===== config.mk =====
export PLATFORM = sky130hd
export DESIGN_NAME = uart_tx_param
export DESIGN_NICKNAME = d
export VERILOG_FILES = /design/src/rtl/uart_tx_param.sv
export SDC_FILE = /design/constraint.sdc
export NUM_CORES = 1
export LEC_CHECK = 0
export CAP_MARGIN = 20
export CORE_UTILIZATION = 40
export CTS_BUF_LIST = sky130_fd_sc_hd__clkbuf_8
export DETAILED_ROUTE_END_ITERATION = 7
export HOLD_SLACK_MARGIN = 0.08
export PLACE_DENSITY_LB_ADDON = 0.12
export SLEW_MARGIN = 20
export SYNTH_ARGS = -nofsm -noshare
export SYNTH_HDL_FRONTEND = slang
export SYNTH_SLANG_ARGS = --single-unit
export TNS_END_PERCENT = 5

===== constraint.sdc =====
create_clock -name clock -period 2.09 [get_ports clock]
set_input_delay 0.3135 -clock clock [delete_from_list [all_inputs] [get_ports clock]]
set_output_delay 0.3135 -clock clock [all_outputs]
set_load 0.01 [all_outputs]

===== src/rtl/uart_tx_param.sv =====
// rtl/uart_tx_param.sv - parametrised UART transmitter (start, 5..9 data bits, optional parity, stop).
module uart_tx_param #(
    parameter int DATA_BITS  = 8,
    parameter int OVERSAMPLE = 16,
    parameter int SB_TICKS   = 16,
    parameter int PARITY_EN  = 0,
    parameter int PARITY_ODD = 0
) (
    input  logic                 clock,
    input  logic                 reset,
    input  logic                 tick,
    input  logic                 tx_start,
    input  logic [DATA_BITS-1:0] dato_in,
    output logic                 dato_out,
    output logic                 tx_done_tick,
    output logic                 busy
);

    localparam int S_MAX = (OVERSAMPLE > SB_TICKS) ? OVERSAMPLE : SB_TICKS;
    localparam int S_W   = $clog2(S_MAX);
    localparam int N_W   = $clog2(DATA_BITS);

    localparam logic [S_W-1:0] S_OV_LAST = S_W'(OVERSAMPLE - 1);
    localparam logic [S_W-1:0] S_SB_LAST = S_W'(SB_TICKS - 1);
    localparam logic [N_W-1:0] N_LAST    = N_W'(DATA_BITS - 1);

    typedef enum logic [2:0] {
        IDLE,
        START,
        DATA,
        PARITY,
        STOP
    } state_t;

    state_t               r_state;
    logic [S_W-1:0]       r_s;
    logic [N_W-1:0]       r_n;
    logic [DATA_BITS-1:0] r_shift;
    logic                 r_parity;
    logic                 r_tx;
    logic                 r_done;
    logic                 r_busy;

    state_t               w_state;
    logic [S_W-1:0]       w_s;
    logic [N_W-1:0]       w_n;
    logic [DATA_BITS-1:0] w_shift;
    logic                 w_parity;
    logic                 w_tx;
    logic                 w_done;
    logic                 w_busy;

    always_ff @(posedge clock) begin
        if (reset) begin
            r_state  <= IDLE;
            r_s      <= '0;
            r_n      <= '0;
            r_shift  <= '0;
            r_parity <= 1'b0;
            r_tx     <= 1'b1;
            r_done   <= 1'b0;
            r_busy   <= 1'b0;
        end else begin
            r_state  <= w_state;
            r_s      <= w_s;
            r_n      <= w_n;
            r_shift  <= w_shift;
            r_parity <= w_parity;
            r_tx     <= w_tx;
            r_done   <= w_done;
            r_busy   <= w_busy;
        end
    end

    // A tick landing on the acceptance edge is not counted: IDLE never looks at tick.
    always_comb begin
        w_state  = r_state;
        w_s      = r_s;
        w_n      = r_n;
        w_shift  = r_shift;
        w_parity = r_parity;
        w_done   = 1'b0;
        case (r_state)
            IDLE: begin
                if (tx_start) begin
                    w_state  = START;
                    w_s      = '0;
                    w_shift  = dato_in;
                    w_parity = (^dato_in) ^ 1'(PARITY_ODD);
                end
            end
            START: begin
                if (tick) begin
                    if (r_s == S_OV_LAST) begin
                        w_s     = '0;
                        w_n     = '0;
                        w_state = DATA;
                    end else begin
                        w_s = r_s + 1'b1;
                    end
                end
            end
            DATA: begin
                if (tick) begin
                    if (r_s == S_OV_LAST) begin
                        w_s     = '0;
                        w_shift = r_shift >> 1;
                        if (r_n == N_LAST) begin
                            w_state = (PARITY_EN != 0) ? PARITY : STOP;
                        end else begin
                            w_n = r_n + 1'b1;
                        end
                    end else begin
                        w_s = r_s + 1'b1;
                    end
                end
            end
            PARITY: begin
                if (tick) begin
                    if (r_s == S_OV_LAST) begin
                        w_s     = '0;
                        w_state = STOP;
                    end else begin
                        w_s = r_s + 1'b1;
                    end
                end
            end
            STOP: begin
                if (tick) begin
                    if (r_s == S_SB_LAST) begin
                        w_s     = '0;
                        w_state = IDLE;
                        w_done  = 1'b1;
                    end else begin
                        w_s = r_s + 1'b1;
                    end
                end
            end
            default: begin
                w_state = IDLE;
            end
        endcase
    end

    // Line level is decoded from the next state so it is registered alongside it.
    always_comb begin
        w_tx = 1'b1;
        case (w_state)
            START:   w_tx = 1'b0;
            DATA:    w_tx = w_shift[0];
            PARITY:  w_tx = w_parity;
            default: w_tx = 1'b1;
        endcase
    end

    assign w_busy       = (w_state != IDLE);
    assign dato_out     = r_tx;
    assign tx_done_tick = r_done;
    assign busy         = r_busy;

endmodule


==> flow_summary.toml <==
[sta]
slew_viol_final = 0
min_period_ns = 1.84
tightestPinTransition_ns = 0.447
hold_ws_ns = 0.474
clock_skew_ns = 0.00347
post-route-period-util = 0.883
rsz0062_at_grt = "false"
fin_setup_tns_ns = 0
relSlewSlack = 0.702
setup_slack_ns = 0.245
clock.fmax_ghz = 0.542
finalSetupViolCount = 0
finalHoldViolations = 0

[route]
antenna_left = 0
first_iter_violations = 20
dr.pass1.iters = 4
route.detailed.wl_per_inst_um = 13.0
drt_wl_total_mm = 2.28
via_per_inst = 5.63
vias = 990
drc = 0

[global_route]
grt_max_degree = 13
overflow = 0
grt_pass1_wl_mm = 3.98
grt_usage = 0.159
grt_pass1_vias = 940
antenna_found_initial = 0

[cells_and_area]
num_antenna_cells = 0
stdcell_count = 176
area_growth_pct = 20.9
seq_area_um2 = 440
drive_above_1_share = 0.0897
final_common_cell = "dfxtp_1"
layout.nets = 161
mostFrequentLayoutCells = "dfxtp_1, clkdlybuf4s50_1, a21oi_1"
multiInputGateArea_um2 = 657
fill_cells = 276

[yosys]
synth_nets = 143
ys_seq_area_frac = 0.386
synth.avg_cell_area_um2 = 8.91
netlist_area_um2 = 1140
synth-seq-cells = 22
synth-edff-count = 0
synth_cell_types = 37
synth_flop_cell = "dfxtp_1"
postSynthCellCount = 128
ys.warnings.count = 0
synth-async-reset-ratio = 0

[clocking]
clk_latency_ns = 0.26
clock-sinks = 22
cts_hold_buf = 0
cts_buffers = 3
clk_pin_slew_ns = 0.08
post_cts_buffers = 0
ctsResizeCount = 0
clock-root-buffer = "clkbuf_8"
clockBufferDepth = 2
cts_tree = "yes"
cts.htree.levels = 1

[placement]
dpl.cell_count = 172
io_buffers = 14
hpwl_mm = 1.67
place_ws_ns = 0.135
place.gp.congestion = 0.799

[flow_run]
drv_cap = 0

[setup_path]
required_ns = 2.25
end_kind = "flip-flop"
crit_top_cell = "ha_1"
arrival_ns = 2.00
critPathKind = "flip-flop to flip-flop"
critPathLaunchType = "flip-flop"
cp_max_fo = 5
cp_cell_sequence = "ha_1, ha_1, or3b_1, a211oi_4, mux2i_1, nor2_1"
crit_path_max_incr_delay_ns = 0.40
cp_slowest_cell = "or3b_1"

[die]
fp-row-count = 19
ios = 15
coreArea_um2 = 2730
die-area_um2 = 3070
die_x_um = 55.4
dieHeight_um = 55.4
start_util = 0.417

[outcome]
status = "completed"

[power_and_ir_drop]
p_per_area_nw_per_um2 = 637
p_total_mw = 0.878
p_leak_nw = 0.464
irDropWorstVdd_uv = 373

[worst_hold_path]
hp-class = "flip-flop to flip-flop"
-- metal layers --
| metal | part of all wire | wire length (µm) | track usage |
|---|---|---|---|
| met2 | 0.45 | 1020 | 0.267 |
| met1 | 0.52 | 1180 | 0.200 |
| met3 | 0.028 | 64 | 0.0234 |
| met5 | 0 | 0 | 0 |
| met4 | 0.0070 | 16 | 0.0750 |
-- worst max-delay path, delay by kind of cell, from the launching register on --
family,cells,cell delay (ns)
AND/OR/NAND/NOR,2,0.45
adder cells (fa/ha/maj),2,0.39
AO/OA/AOI/OAI,1,0.36
flip-flops,1,0.33
multiplexers,1,0.22
-- metrics by stage --
step,instance area [µm²],util
6_report,1380,0.505
5_1_grt,1380,0.505
4_1_cts,1380,0.505
3_5_place_dp,1330,0.485
3_3_place_gp,1330,0.485
2_1_floorplan,1140,-
-- synthesized netlist by cell type, types with 2 or more instances --
cell | count | area, µm²
a31oi_1 | 4 | 25.0
or3_1 | 2 | 12.5
mux2i_1 | 2 | 20.0
inv_1 | 3 | 11.3
nand3_1 | 9 | 45.0
nor3_1 | 2 | 10.0
xnor2_1 | 7 | 61.3
buf_4 | 2 | 15.0
nand2b_1 | 4 | 25.0
a211oi_1 | 3 | 22.5
nand4b_1 | 2 | 17.5
nor2_1 | 11 | 41.3
clkbuf_1 | 2 | 7.51
o21ai_0 | 10 | 50.1
buf_2 | 2 | 10.0
a22oi_1 | 6 | 45.0
ha_1 | 3 | 37.5
a311oi_1 | 2 | 17.5
dfxtp_1 | 22 | 440
a21oi_1 | 13 | 65.1
-- where the power goes --
group	switching (mW)	leakage (nW)	internal (mW)	total [mW]
Clock	0.131	0.0288	0.168	0.299
Sequential	0.0126	0.180	0.438	0.450
Combinational	0.0626	0.256	0.0671	0.130
-- flip-flops by register name, summed over array words and instances, names as in the netlist --
signal,cells
tx_done_tick,1
r_state,3
r_s,4
dato_out,1
r_n,3
r_shift,8
r_parity,1
busy,1
-- cell type report --
class / instances / share of cell area
Sequential cell: 22 / 0.319
Inverter: 3 / 0.00816
Timing Repair Buffer: 19 / 0.129
Tap cell: 31 / 0.0281
Multi-Input combinational cell: 97 / 0.476
Clock buffer: 4 / 0.0399
-- final timing paths --
check / start / endpoint / slack [ns] / cells after the start
worst min-delay path: r_shift[5] / r_shift[5] / 0.47 / 2
worst min register to register: r_shift[5] / r_shift[5] / 0.47 / 2
worst max register to register: r_n[0] / r_n[0] / 0.25 / 6
worst max-delay path: r_n[0] / r_n[0] / 0.25 / 6
-- cell families after synthesis --
group / Yosys count / share of synthesized area
xor+xnor: 7 / 0.0537
mux: 2 / 0.0175
buf+inv: 9 / 0.0384
simple gates: 41 / 0.221
compound gates: 44 / 0.250
flops: 22 / 0.386
fa+ha+maj: 3 / 0.0329
(Power assumes the default switching activity.)
